File: config.mk
export PLATFORM = sky130hd
export DESIGN_NAME = axi_rr_burst_arbiter
export DESIGN_NICKNAME = d
export VERILOG_FILES = /design/src/rtl/axi_rr_burst_arbiter.sv
export SDC_FILE = /design/constraint.sdc
export NUM_CORES = 1
export LEC_CHECK = 0
export ABC_CLOCK_PERIOD_IN_PS = 1700
export CAP_MARGIN = 20
export CORE_AREA = 2 2 224 226
export CTS_CLUSTER_DIAMETER = 150
export CTS_CLUSTER_SIZE = 28
export DETAILED_ROUTE_END_ITERATION = 6
export DIE_AREA = 0 0 226 228
export GPL_ROUTABILITY_DRIVEN = 0
export HOLD_SLACK_MARGIN = 0.05
export PLACE_DENSITY = 0.38
export SLEW_MARGIN = 20
export SYNTH_ARGS = -nofsm -noshare
export SYNTH_HDL_FRONTEND = slang
export SYNTH_SLANG_ARGS = --single-unit
File: constraint.sdc
create_clock -name clk -period 1.7 [get_ports clk]
set_clock_uncertainty 0.1 [all_clocks]
set_input_delay 0.255 -clock clk [delete_from_list [all_inputs] [get_ports clk]]
set_output_delay 0.255 -clock clk [all_outputs]
set_load 0.02 [all_outputs]
File: src/rtl/axi_rr_burst_arbiter.sv
// axi_rr_burst_arbiter: round-robin sharing of one AXI4 master port between I$ (port 0) and D$ (port 1)
module axi_rr_burst_arbiter #(
    parameter int ID_WIDTH   = 4,
    parameter int ADDR_WIDTH = 32,
    parameter int DATA_WIDTH = 32
) (
    input  logic                    clk,
    input  logic                    rst_n,
    input  logic [ID_WIDTH-1:0]     i_s0_arid,
    input  logic [ADDR_WIDTH-1:0]   i_s0_araddr,
    input  logic [7:0]              i_s0_arlen,
    input  logic [2:0]              i_s0_arsize,
    input  logic [1:0]              i_s0_arburst,
    input  logic                    i_s0_arvalid,
    output logic                    o_s0_arready,
    output logic [ID_WIDTH-1:0]     o_s0_rid,
    output logic [DATA_WIDTH-1:0]   o_s0_rdata,
    output logic [1:0]              o_s0_rresp,
    output logic                    o_s0_rlast,
    output logic                    o_s0_rvalid,
    input  logic                    i_s0_rready,
    input  logic [ID_WIDTH-1:0]     i_s0_awid,
    input  logic [ADDR_WIDTH-1:0]   i_s0_awaddr,
    input  logic [7:0]              i_s0_awlen,
    input  logic [2:0]              i_s0_awsize,
    input  logic [1:0]              i_s0_awburst,
    input  logic                    i_s0_awvalid,
    output logic                    o_s0_awready,
    input  logic [DATA_WIDTH-1:0]   i_s0_wdata,
    input  logic [DATA_WIDTH/8-1:0] i_s0_wstrb,
    input  logic                    i_s0_wlast,
    input  logic                    i_s0_wvalid,
    output logic                    o_s0_wready,
    output logic [ID_WIDTH-1:0]     o_s0_bid,
    output logic [1:0]              o_s0_bresp,
    output logic                    o_s0_bvalid,
    input  logic                    i_s0_bready,
    input  logic [ID_WIDTH-1:0]     i_s1_arid,
    input  logic [ADDR_WIDTH-1:0]   i_s1_araddr,
    input  logic [7:0]              i_s1_arlen,
    input  logic [2:0]              i_s1_arsize,
    input  logic [1:0]              i_s1_arburst,
    input  logic                    i_s1_arvalid,
    output logic                    o_s1_arready,
    output logic [ID_WIDTH-1:0]     o_s1_rid,
    output logic [DATA_WIDTH-1:0]   o_s1_rdata,
    output logic [1:0]              o_s1_rresp,
    output logic                    o_s1_rlast,
    output logic                    o_s1_rvalid,
    input  logic                    i_s1_rready,
    input  logic [ID_WIDTH-1:0]     i_s1_awid,
    input  logic [ADDR_WIDTH-1:0]   i_s1_awaddr,
    input  logic [7:0]              i_s1_awlen,
    input  logic [2:0]              i_s1_awsize,
    input  logic [1:0]              i_s1_awburst,
    input  logic                    i_s1_awvalid,
    output logic                    o_s1_awready,
    input  logic [DATA_WIDTH-1:0]   i_s1_wdata,
    input  logic [DATA_WIDTH/8-1:0] i_s1_wstrb,
    input  logic                    i_s1_wlast,
    input  logic                    i_s1_wvalid,
    output logic                    o_s1_wready,
    output logic [ID_WIDTH-1:0]     o_s1_bid,
    output logic [1:0]              o_s1_bresp,
    output logic                    o_s1_bvalid,
    input  logic                    i_s1_bready,
    output logic [ID_WIDTH-1:0]     o_m_arid,
    output logic [ADDR_WIDTH-1:0]   o_m_araddr,
    output logic [7:0]              o_m_arlen,
    output logic [2:0]              o_m_arsize,
    output logic [1:0]              o_m_arburst,
    output logic                    o_m_arvalid,
    input  logic                    i_m_arready,
    input  logic [ID_WIDTH-1:0]     i_m_rid,
    input  logic [DATA_WIDTH-1:0]   i_m_rdata,
    input  logic [1:0]              i_m_rresp,
    input  logic                    i_m_rlast,
    input  logic                    i_m_rvalid,
    output logic                    o_m_rready,
    output logic [ID_WIDTH-1:0]     o_m_awid,
    output logic [ADDR_WIDTH-1:0]   o_m_awaddr,
    output logic [7:0]              o_m_awlen,
    output logic [2:0]              o_m_awsize,
    output logic [1:0]              o_m_awburst,
    output logic                    o_m_awvalid,
    input  logic                    i_m_awready,
    output logic [DATA_WIDTH-1:0]   o_m_wdata,
    output logic [DATA_WIDTH/8-1:0] o_m_wstrb,
    output logic                    o_m_wlast,
    output logic                    o_m_wvalid,
    input  logic                    i_m_wready,
    input  logic [ID_WIDTH-1:0]     i_m_bid,
    input  logic [1:0]              i_m_bresp,
    input  logic                    i_m_bvalid,
    output logic                    o_m_bready,
    output logic [1:0]              o_grant,
    output logic                    o_rd_busy,
    output logic                    o_wr_busy,
    output logic                    o_burst_err,
    input  logic                    i_burst_err_clr
);
    typedef enum logic [1:0] {IDLE, READ, WRITE} state_t;

    state_t     r_state, w_state_nxt;
    logic       r_owner, w_owner_nxt;
    logic       r_rr_ptr, r_rr_vld;
    logic [7:0] r_beat_cnt, r_exp_len;
    logic       r_burst_err;

    logic w_rd, w_wr, w_rd0, w_rd1, w_wr0, w_wr1;
    logic w_req0, w_req1, w_pick, w_pick_aw, w_grant_now;
    logic w_ar_hs, w_r_hs, w_b_hs, w_err_set;

    // Routing selects come only from registered state and owner so nothing glitches toward the idle port
    assign w_rd  = (r_state == READ);
    assign w_wr  = (r_state == WRITE);
    assign w_rd0 = w_rd & ~r_owner;
    assign w_rd1 = w_rd &  r_owner;
    assign w_wr0 = w_wr & ~r_owner;
    assign w_wr1 = w_wr &  r_owner;

    // A tie goes to the port that did not win last; before any grant port 0 wins
    assign w_req0      = i_s0_arvalid | i_s0_awvalid;
    assign w_req1      = i_s1_arvalid | i_s1_awvalid;
    assign w_pick      = (w_req0 & w_req1) ? (r_rr_vld & ~r_rr_ptr) : w_req1;
    assign w_pick_aw   = w_pick ? i_s1_awvalid : i_s0_awvalid;
    assign w_grant_now = (r_state == IDLE) & (w_req0 | w_req1);

    assign w_ar_hs   = o_m_arvalid & i_m_arready;
    assign w_r_hs    = i_m_rvalid & o_m_rready;
    assign w_b_hs    = i_m_bvalid & o_m_bready;
    assign w_err_set = w_rd & w_r_hs & (i_m_rlast ? (r_beat_cnt != r_exp_len) : (r_beat_cnt == r_exp_len));

    assign o_m_arid    = w_rd ? (r_owner ? i_s1_arid    : i_s0_arid)    : '0;
    assign o_m_araddr  = w_rd ? (r_owner ? i_s1_araddr  : i_s0_araddr)  : '0;
    assign o_m_arlen   = w_rd ? (r_owner ? i_s1_arlen   : i_s0_arlen)   : '0;
    assign o_m_arsize  = w_rd ? (r_owner ? i_s1_arsize  : i_s0_arsize)  : '0;
    assign o_m_arburst = w_rd ? (r_owner ? i_s1_arburst : i_s0_arburst) : '0;
    assign o_m_arvalid = w_rd ? (r_owner ? i_s1_arvalid : i_s0_arvalid) : 1'b0;
    assign o_m_rready  = w_rd ? (r_owner ? i_s1_rready  : i_s0_rready)  : 1'b0;
    assign o_m_awid    = w_wr ? (r_owner ? i_s1_awid    : i_s0_awid)    : '0;
    assign o_m_awaddr  = w_wr ? (r_owner ? i_s1_awaddr  : i_s0_awaddr)  : '0;
    assign o_m_awlen   = w_wr ? (r_owner ? i_s1_awlen   : i_s0_awlen)   : '0;
    assign o_m_awsize  = w_wr ? (r_owner ? i_s1_awsize  : i_s0_awsize)  : '0;
    assign o_m_awburst = w_wr ? (r_owner ? i_s1_awburst : i_s0_awburst) : '0;
    assign o_m_awvalid = w_wr ? (r_owner ? i_s1_awvalid : i_s0_awvalid) : 1'b0;
    assign o_m_wdata   = w_wr ? (r_owner ? i_s1_wdata   : i_s0_wdata)   : '0;
    assign o_m_wstrb   = w_wr ? (r_owner ? i_s1_wstrb   : i_s0_wstrb)   : '0;
    assign o_m_wlast   = w_wr ? (r_owner ? i_s1_wlast   : i_s0_wlast)   : 1'b0;
    assign o_m_wvalid  = w_wr ? (r_owner ? i_s1_wvalid  : i_s0_wvalid)  : 1'b0;
    assign o_m_bready  = w_wr ? (r_owner ? i_s1_bready  : i_s0_bready)  : 1'b0;

    assign o_s0_arready = w_rd0 & i_m_arready;
    assign o_s0_rid     = w_rd0 ? i_m_rid   : '0;
    assign o_s0_rdata   = w_rd0 ? i_m_rdata : '0;
    assign o_s0_rresp   = w_rd0 ? i_m_rresp : '0;
    assign o_s0_rlast   = w_rd0 & i_m_rlast;
    assign o_s0_rvalid  = w_rd0 & i_m_rvalid;
    assign o_s0_awready = w_wr0 & i_m_awready;
    assign o_s0_wready  = w_wr0 & i_m_wready;
    assign o_s0_bid     = w_wr0 ? i_m_bid   : '0;
    assign o_s0_bresp   = w_wr0 ? i_m_bresp : '0;
    assign o_s0_bvalid  = w_wr0 & i_m_bvalid;

    assign o_s1_arready = w_rd1 & i_m_arready;
    assign o_s1_rid     = w_rd1 ? i_m_rid   : '0;
    assign o_s1_rdata   = w_rd1 ? i_m_rdata : '0;
    assign o_s1_rresp   = w_rd1 ? i_m_rresp : '0;
    assign o_s1_rlast   = w_rd1 & i_m_rlast;
    assign o_s1_rvalid  = w_rd1 & i_m_rvalid;
    assign o_s1_awready = w_wr1 & i_m_awready;
    assign o_s1_wready  = w_wr1 & i_m_wready;
    assign o_s1_bid     = w_wr1 ? i_m_bid   : '0;
    assign o_s1_bresp   = w_wr1 ? i_m_bresp : '0;
    assign o_s1_bvalid  = w_wr1 & i_m_bvalid;

    assign o_grant     = (r_state == IDLE) ? 2'b00 : {r_owner, ~r_owner};
    assign o_rd_busy   = w_rd;
    assign o_wr_busy   = w_wr;
    assign o_burst_err = r_burst_err;

    // Next state: grant from IDLE (write wins within a port), release on rlast or B handshake
    always_comb begin
        w_state_nxt = r_state;
        w_owner_nxt = r_owner;
        case (r_state)
            IDLE: begin
                if (w_grant_now) begin
                    w_owner_nxt = w_pick;
                    w_state_nxt = w_pick_aw ? WRITE : READ;
                end
            end
            READ:    if (w_r_hs & i_m_rlast) w_state_nxt = IDLE;
            WRITE:   if (w_b_hs) w_state_nxt = IDLE;
            default: w_state_nxt = IDLE;
        endcase
    end

    // State and owner registers
    always_ff @(posedge clk) begin
        if (!rst_n) begin
            r_state <= IDLE;
            r_owner <= 1'b0;
        end else begin
            r_state <= w_state_nxt;
            r_owner <= w_owner_nxt;
        end
    end

    // Round-robin history, read beat tracking and sticky length-mismatch flag
    always_ff @(posedge clk) begin
        if (!rst_n) begin
            r_rr_ptr    <= 1'b0;
            r_rr_vld    <= 1'b0;
            r_beat_cnt  <= '0;
            r_exp_len   <= '0;
            r_burst_err <= 1'b0;
        end else begin
            if (w_grant_now) begin
                r_rr_ptr <= w_pick;
                r_rr_vld <= 1'b1;
            end
            if (w_ar_hs) begin
                r_exp_len  <= o_m_arlen;
                r_beat_cnt <= '0;
            end else if (w_r_hs) begin
                r_beat_cnt <= r_beat_cnt + 8'd1;
            end
            r_burst_err <= w_err_set ? 1'b1 : (i_burst_err_clr ? 1'b0 : r_burst_err);
        end
    end
endmodule

==> impl_metrics.toml, run 1 <==
[outcome]
status = "complete, but fails checks"
violations = "negative setup slack"

[min_path]
worst_hold_path.num_cells = 2
hold_path_class = "flop to flop"
hold_path.startpoint = "r_beat_cnt[7]"
hold_path_end = "r_beat_cnt[7]"

[die]
die_w_um = 226
die_area_um2 = 51500
io_pins = 578
fp.dieH_um = 228
start_util_pct = 7.90
fp-row-count = 82
core_um2 = 49300

[worst_setup_path]
cpLargestDelayFamily = "buffers and inverters"
r2r_end = "o_burst_err"
slowest_delay_ns = 0.40
reg2reg_depth = 7
r2r_slack_ns = -0.21
cp_max_fo = 13
crit_arrival_ns = 1.66
worstSetupStartpointType = "flop"
cpMaxStageDelayCell = "dfxtp_4"
crit_type = "flop to output pin"
path_buf_inv = 4
crit_required_ns = 1.34
worstReg2RegStart = "r_owner"
worstPathCellList = "buf_12 -> buf_16 -> mux2i_2 -> buf_4 -> nor2_2 -> clkdlybuf4s15_2"
crit_path_end_kind = "output pin"

[placed_design]
post-dp-hpwl_mm = 26.5
portBuffers = 577
dp_cells = 1833

[logic_synthesis]
synth_area_leaders = "mux2i_1 (38%), nor2_1 (15%), dfxtp_1 (11%)"
ys_seq_area_share_pct = 10.8
synth_edf_count = 0
synth_fa_ha_area_share_pct = 0.321
yosys_warnings = 0
synth-main-ff-cell = "dfxtp_1"
synth_top_cell_by_area = "mux2i_1"
yosys.area_share.simple_pct = 38.1
synth.area.mux_share_pct = 38.4
netlist_instances = 545
syn_nets = 879
synth.distinct_cells = 39
synth_area_um2 = 3900
synth.top_cell.area_share_pct = 38.0
yosys_register_bits = 21
synth_xor_area_share_pct = 2.47
synth_top_family_by_area = "multiplexers"
async_flop_share_pct = 0
syn_avg_cell_area_um2 = 7.16
synth-compound-area-share_pct = 3.02

[global_routing]
gr-usage-met3_pct = 2.67
grtUsageTotal_pct = 11.3
busiest_layer = "met2"
grt_pass1_vias = 6440
grt_pass1_wl_mm = 43.4
antenna_found_initial = 5
grt_max_degree = 42
grtUsageMet1_pct = 13.2
overflow = 0
grt_use_met2_pct = 21.2

[routing]
drc = 0
drt-initial-drc-count = 141
wl_per_cell_um = 18.0
drt_pre_antenna_iters = 4
post_drt_via_cell_ratio = 3.50
vias = 6729
ant_nets = 0
drt-total-wl_mm = 34.5

[layout]
final_common_cell = "clkdlybuf4s50_1"
diodes = 0
fin_nets = 1584
drive_gt1_share_pct = 52.6
area_growth_pct = 244
final_cells = 1921
layout_common_cells = "clkdlybuf4s50_1 (333), buf_6 (153), buf_4 (121)"

[clock_network]
cts_tree = "built"
cts_hold_buf = 0
root_buffer = "clkbuf_16"
cts_buffers = 3
path_clk_slew_ns = 0.06
cts_max_path_buffers = 2
h-tree-depth = 1
clock_latency_ns = 0.25
clock-sinks = 21

[power]
powerDensity_nw_per_um2 = 499
leakage_nw = 5.64
ir_drop_uv = 260

[flow_run]
maxCapViolCount = 0

[sta]
setup_viol = 256
hold_viol = 0
whs_ns = 0.412
rsz0062_at_grt = "yes"
fin_crit_sh_pct = 118
slew_violations = 0
slew_headroom_pct = 80.7
fmaxAchievable_mhz = 497
worst_pin_slew_ns = 0.281
finalWorstPathRequiredPeriod_ns = 2.01
setup-tns-final_ns = -43.38
layout_setup_ws_ns = -0.312
cells in the mapped netlist, drive strengths merged (2+ instances only):
cell type,number
or3,4
nor2b,10
inv,3
nand2b,3
a21oi,6
dfxtp,21
mux2i,148
o221a,2
nand4,6
buf,24
clkbuf,26
nand2,8
nor2,151
xor2,3
nand3b,3
and2,51
o21ai,4
and3,51
xnor2,8
final cells by class:
cell class,instances,area (um^2)
Sequential cell,21,427
Inverter,3,21.3
Timing Repair Buffer,750,7700
Clock buffer,3,75.1
Fill cell,5326,35900
Clock inverter,1,5.00
Multi-Input combinational cell,471,4340
Tap cell,672,841
report_power, final:
group          switching [W]  internal, W
clock               0.000181     0.000316
sequential         0.0000211     0.000510
combinational        0.00246      0.00321
total                0.00266      0.00404
cells by family (layout without fill, tap and decap cells):
group	count (synthesis)	in the layout
AO/OA/AOI/OAI	17	17
XOR/XNOR	11	11
adder cells (fa/ha/maj)	1	1
buffers and inverters	53	757
flip-flops	21	21
multiplexers	149	149
AND/OR/NAND/NOR	293	293
per-stage QoR:
step	utilization, %	power (W)	setup WS (ns)	area [um^2]
floorplan	-	0.00238	-0.0911	4190
global placement	23.0	0.00474	-0.583	11400
detailed placement	23.0	0.00472	-0.602	11400
CTS	23.6	0.00533	-0.399	11600
global route	27.2	0.00704	-0.380	13400
finish	27.2	0.00670	-0.312	13400
worst max path at each step:
| stage | startpoint | to | cells past startpoint |
|---|---|---|---|
| floorplan | r_state[1] | o_m_wdata[24] | 5 |
| global placement | r_state[1] | o_s0_bid[1] | 5 |
| detailed placement | r_state[1] | o_s0_bvalid | 5 |
| CTS | r_owner | o_m_bready | 5 |
| global route | r_owner | o_m_awaddr[25] | 6 |
| finish | r_owner | o_m_awaddr[19] | 6 |
worst register-to-register path, stage by stage (launching register included):
cell and delay (ns):
dfxtp_4 0.38, buf_12 0.16, buf_12 0.15, mux2_4 0.24
buf_4 0.13, nand3_4 0.06, or4_1 0.51, o311ai_1 0.09
state kept, by name, summed over array words and instances (netlist names):
register     flops
o_burst_err      1
r_beat_cnt       8
r_exp_len        8
r_owner          1
r_rr_vld         1
r_state          2
per-layer routing:
metal / wire length [um] / part of all wire (%) / vias to the layer above
met4: 210 / 0.61 / 6
met5: 33 / 0.096 / -
li1: - / - / 3274
met1: 13900 / 40 / 3154
met2: 17900 / 52 / 277
met3: 2470 / 7.2 / 18
timing repair:
action	CTS	global route
gates resized for setup	543	865
gates cloned	4	16
pin swaps	3	28
endpoints found under the setup margin	263	263
buffers inserted	2	67
(Power assumes the default switching activity.)
==> run 2: changes to the inputs <==
Settings changed: ABC_CLOCK_PERIOD_IN_PS 1700 to 1840.
Clock period 1.7 ns to 1.84 ns, I/O delays scaled along.
==> impl_metrics.toml, run 2 (synthesis gave the netlist of run 1 again) <==
[layout]
finish.utilization_pct = 28.0
fin_nets = 1582
largestRegisters = "r_beat_cnt: 8 flops, r_exp_len: 8 flops, r_state: 2 flops"
fill_cells = 5271
drive_gt1_share_pct = 50.0
diodes = 0
final_common_cell = "clkdlybuf4s50_1"
area_growth_pct = 254
layout_common_cells = "clkdlybuf4s50_1 (333), buf_6 (169), buf_4 (138)"

[clock_network]
clock-sinks = 21
cts_max_path_buffers = 2
path_clk_slew_ns = 0.07
clock_latency_ns = 0.26
h-tree-depth = 1
root_buffer = "clkbuf_16"
cts_tree = "built"
cts_buffers = 3

[worst_setup_path]
cp_max_fo = 6
crit_arrival_ns = 1.65
crit_top_cell = "buf_12"
crit_path_end_kind = "output pin"
r2r_end = "r_exp_len[3]"
crit_type = "flop to output pin"
crit_required_ns = 1.46
worstPathCellList = "buf_12 -> buf_12 -> buf_16 -> buf_12 -> mux2i_4 -> nor2_1 -> buf_4"
reg2reg_depth = 10
worstReg2RegStart = "r_owner"
slowest_delay_ns = 0.37
worstSetupStartpointType = "flop"
r2r_slack_ns = -0.03
cpMaxStageDelayCell = "dfxtp_4"

[routing]
post_drt_via_cell_ratio = 3.57
drc = 0
wl_per_cell_um = 19.0
vias = 6846
drt-initial-drc-count = 109
drt-total-wl_mm = 36.5
ant_nets = 0
drt_pre_antenna_iters = 4

[global_routing]
overflow = 0
grt_pass1_vias = 6944
grt_use_met2_pct = 25.7
busiest_layer = "met2"
grt_max_degree = 39
gr-usage-met3_pct = 3.13
grtUsageMet1_pct = 12.6
grtUsageTotal_pct = 12.6
antenna_found_initial = 1
grt_pass1_wl_mm = 47.5

[power]
pwr-share-comb_pct = 84.6
p_clk_share_pct = 7.7
leakage_nw = 5.60
sequentialPowerShare_pct = 7.7
p_int_w = 0.00381
p_sw_share_pct = 40.0
p_sw_w = 0.00254
ir_drop_uv = 252
powerDensity_nw_per_um2 = 460

[die]
die_area_um2 = 51500
fp.dieH_um = 228
start_util_pct = 7.90
fp-row-count = 82
core_um2 = 49300
die_w_um = 226
io_pins = 578

[sta]
fmaxAchievable_mhz = 493
worst_pin_slew_ns = 0.369
whs_ns = 0.400
fin_crit_sh_pct = 110
layout_setup_ws_ns = -0.188
rsz0062_at_grt = "yes"
slew_headroom_pct = 75.2
slew_violations = 0
hold_viol = 0
finalWorstPathRequiredPeriod_ns = 2.03
setup_viol = 219

[outcome]
status = "complete, but fails checks"
violations = "negative setup slack"

[min_path]
hold_path_class = "flop to flop"
hold_path_end = "r_beat_cnt[7]"
hold_path.startpoint = "r_beat_cnt[7]"
worst_hold_path.num_cells = 2

[placed_design]
place_ws_ns = -0.386
portBuffers = 577
post-dp-hpwl_mm = 27.9

[flow_run]
maxCapViolCount = 0
[run 2: changes by cell type in the layout (fill, tap and decap cells not counted), sizes merged]
cell	change
clkdlybuf4s15	+3
dlygate4sd2	-19
or2b	+1
clkinvlp	+2
buf	+66
clkbuf	-53
inv	-1
dlymetal6s2s	-2
clkinv	+1
[run 2: power by group through the flow]
stage | registers [W] | logic [W] | clock network [W]
2_1_floorplan | 0.000490 | 0.00155 | 0
3_3_place_gp | 0.000502 | 0.00377 | 0
3_5_place_dp | 0.000503 | 0.00377 | 0
4_1_cts | 0.000485 | 0.00459 | 0.000532
5_1_grt | 0.000491 | 0.00565 | 0.000542
6_report | 0.000489 | 0.00537 | 0.000491
[run 2: timing repair]
item	4_1_cts	5_1_grt
buffers inserted	49	24
pin swaps	25	53
gates cloned	15	12
hold buffers	0	0
endpoints found under the setup margin	260	260
resized for setup	1197	397
[run 2: metrics by stage]
| stage | instance area, um^2 | power (W) | setup TNS (ns) | instances |
|---|---|---|---|---|
| finish | 13800 | 0.00635 | -13.85 | 1919 |
| global route | 13800 | 0.00668 | -29.56 | 1919 |
| CTS | 12100 | 0.00560 | -24.98 | 1892 |
| detailed placement | 11200 | 0.00427 | -49.94 | 1830 |
| global placement | 11200 | 0.00428 | -47.10 | 1830 |
| floorplan | 3900 | 0.00204 | 0 | 545 |
[run 2: critical path, delay by kind of cell, from the launching register on]
kind,cells,cell delay (ns)
muxes,1,0.17
DFF,1,0.37
and+or+nand+nor,1,0.11
buffers and inverters,5,0.73
[run 2: area by class of cell]
cell class | instances | area, um^2 | area share [%]
Timing Repair Buffer | 745 | 8020 | 58.1
Clock buffer | 3 | 75.1 | 0.544
Clock inverter | 1 | 5.00 | 0.0363
Timing Repair inverter | 2 | 18.8 | 0.136
Inverter | 3 | 27.5 | 0.200
Tap cell | 672 | 841 | 6.10
Multi-Input combinational cell | 472 | 4380 | 31.8
Sequential cell | 21 | 427 | 3.09
[run 2: worst max-delay path by stage]
stage                        from        endpoint  slack (ns)  depth (start not counted)
floorplan              r_state[1]  o_s1_rdata[24]        0.02                          6
global placement    i_s1_arlen[6]    o_m_arlen[6]       -0.37                          4
detailed placement  i_s0_arlen[3]    o_m_arlen[3]       -0.39                          5
CTS                       r_owner    o_m_arlen[4]       -0.23                          7
global route              r_owner    o_m_arlen[4]       -0.23                          6
finish                    r_owner  o_m_awaddr[17]       -0.19                          7
[run 2: metal layers]
metal  routed length [um]  part of all wire [%]  up-vias
met5                   11                 0.030        -
met4                  660                   1.8        2
met3                 3070                   8.4       32
met2                20000                    55      379
met1                12800                    35     3165
li1                     -                     -     3268
==> run 3: changes to the inputs <==
Settings changed: CTS_BUF_LIST from default to sky130_fd_sc_hd__clkbuf_4 sky130_fd_sc_hd__clkbuf_8 sky130_fd_sc_hd__clkbuf_16, SETUP_SLACK_MARGIN from default to 0.2.
==> impl_metrics.toml, run 3 (synthesis gave the netlist of run 1 again) <==
[outcome]
status = "complete, but fails checks"
violations = "negative setup slack"

[placed_design]
portBuffers = 577
dp_cells = 1836
post-dp-hpwl_mm = 28.3

[global_routing]
overflow = 0
grt_max_degree = 44
grtUsageTotal_pct = 12.4
grt_pass1_vias = 6857
grt_pass1_wl_mm = 47.3
antenna_found_initial = 3

[sta]
hold_viol = 0
setup-tns-final_ns = -24.93
layout_setup_ws_ns = -0.210
setup_viol = 246
fmaxAchievable_mhz = 488
worst_pin_slew_ns = 0.286
finalWorstPathRequiredPeriod_ns = 2.05
whs_ns = 0.420
slew_headroom_pct = 80.4
fin_crit_sh_pct = 111
rsz0062_at_grt = "yes"
slew_violations = 0

[routing]
route.met2.wl_mm = 19.5
ant_nets = 0
post_drt_via_cell_ratio = 3.53
vias = 6956
drt_pre_antenna_iters = 4
wl_per_cell_um = 18.7
wl_met1_mm = 13.7
drc = 0
drt-initial-drc-count = 152
top_layer = "met5"
drt-total-wl_mm = 36.9
wl_met3_mm = 3.02

[clock_network]
path_clk_slew_ns = 0.06
cts_tree = "built"
cts_hold_buf = 0
h-tree-depth = 1
clock_latency_ns = 0.25
cts_max_path_buffers = 2
clock-sinks = 21
cts_buffers = 3
root_buffer = "clkbuf_16"

[worst_setup_path]
crit_required_ns = 1.46
r2r_end = "r_exp_len[5]"
reg2reg_depth = 9
crit_top_cell = "buf_12"
crit_type = "flop to output pin"
worstReg2RegStart = "r_owner"
worstPathCellList = "buf_12 -> buf_16 -> buf_12 -> mux2i_1 -> nor2_2 -> dlygate4sd2_1"
cp_max_fo = 13
slowest_delay_ns = 0.38
worstSetupStartpointType = "flop"
crit_path_end_kind = "output pin"
crit_arrival_ns = 1.67
cpMaxStageDelayCell = "dfxtp_4"
r2r_slack_ns = -0.19
cpLargestDelayFamily = "buffers and inverters"
path_buf_inv = 4

[power]
ir_drop_uv = 191
p_sw_w = 0.00277
p_sw_share_pct = 39.6
sequentialPowerShare_pct = 6.9
leakage_nw = 6.02
powerDensity_nw_per_um2 = 469
p_int_w = 0.00424
p_clk_share_pct = 6.6
pwr-share-comb_pct = 86.4
finalPower_w = 0.00701

[die]
fp.dieH_um = 228
start_util_pct = 7.90
die_area_um2 = 51500
io_pins = 578
core_um2 = 49300
fp-row-count = 82
die_w_um = 226

[layout]
largestRegisters = "r_beat_cnt: 8 flops, r_exp_len: 8 flops, r_state: 2 flops"
drive_gt1_share_pct = 62.9
final_common_cell = "clkdlybuf4s50_1"
layout_common_cells = "clkdlybuf4s50_1 (332), buf_6 (188), buf_4 (166)"
final_cells = 1971
area_growth_pct = 283
fin_nets = 1633

[min_path]
worst_hold_path.num_cells = 2
hold_path.startpoint = "r_beat_cnt[6]"
hold_path_class = "flop to flop"
hold_path_end = "r_beat_cnt[6]"

[flow_run]
maxCapViolCount = 0
-- run 3: changes by cell type in the layout (fill, tap and decap cells not counted), sizes merged --
cell	change
buf	+27
dlymetal6s2s	+1
clkdlybuf4s50	-1
inv	+4
dlygate4sd2	+4
clkinv	+2
clkinvlp	-2
clkbuf	+17
or2b	-1
diode	+1
-- run 3: final cells by class --
type                       instances  area, um^2
inverter                           3        23.8
timing repair buffer             793        8460
fill                            5162       34400
tap                              672         841
clock buffer                       3        75.1
timing repair inverter             6        82.6
multi-input combinational        471        5030
clock inverter                     1        5.00
antenna                            1        2.50
sequential                        21         429
-- run 3: worst register-to-register path, cell delays in order, from the launching register on --
cell and delay (ns):
dfxtp_4 0.38, buf_4 0.11, buf_6 0.09, buf_12 0.13, mux2i_2 0.21, buf_4 0.19, nand3b_1 0.27, clkbuf_16 0.21
mux2i_1 0.18, nor2b_1 0.05
-- run 3: per-stage QoR --
step / worst slack (ns) / cell area, um^2 / utilization, %
floorplan: 0.0612 / 4430 / -
global placement: -0.358 / 11700 / 23.8
detailed placement: -0.351 / 11700 / 23.8
CTS: -0.265 / 12600 / 25.5
global route: -0.272 / 14900 / 30.3
finish: -0.210 / 15000 / 30.3
-- run 3: per-layer routing --
metal  up-vias  track usage, %
met1      3232            13.3
met5         -               0
met2       294            24.6
met4         6            1.72
met3        36            3.21
li1       3388               -
-- run 3: power by group through the flow --
| stage | combinational [W] | clock, W | sequential [W] |
|---|---|---|---|
| 2_1_floorplan | 0.00181 | 0 | 0.000490 |
| 3_3_place_gp | 0.00410 | 0 | 0.000506 |
| 3_5_place_dp | 0.00409 | 0 | 0.000506 |
| 4_1_cts | 0.00465 | 0.000482 | 0.000484 |
| 5_1_grt | 0.00636 | 0.000503 | 0.000488 |
| 6_report | 0.00606 | 0.000466 | 0.000486 |
-- run 3: repair_timing --
item                                    CTS  global route
resized for setup                       774           861
endpoints found under the setup margin  263           264
cloned                                   11            15
buffers inserted                         22            82
hold endpoints to repair                  0             0
pin swaps                                 6            32
-- run 3: worst max-delay path by stage --
stage / startpoint / to / slack [ns] / cells after the start
2_1_floorplan: r_state[1] / o_m_awid[3] / 0.06 / 4
3_3_place_gp: r_state[1] / o_s0_bid[3] / -0.36 / 5
3_5_place_dp: r_owner / o_m_awaddr[0] / -0.35 / 5
4_1_cts: r_owner / o_m_araddr[19] / -0.26 / 6
5_1_grt: r_owner / o_m_arid[3] / -0.27 / 6
6_report: r_owner / o_m_arid[3] / -0.21 / 6
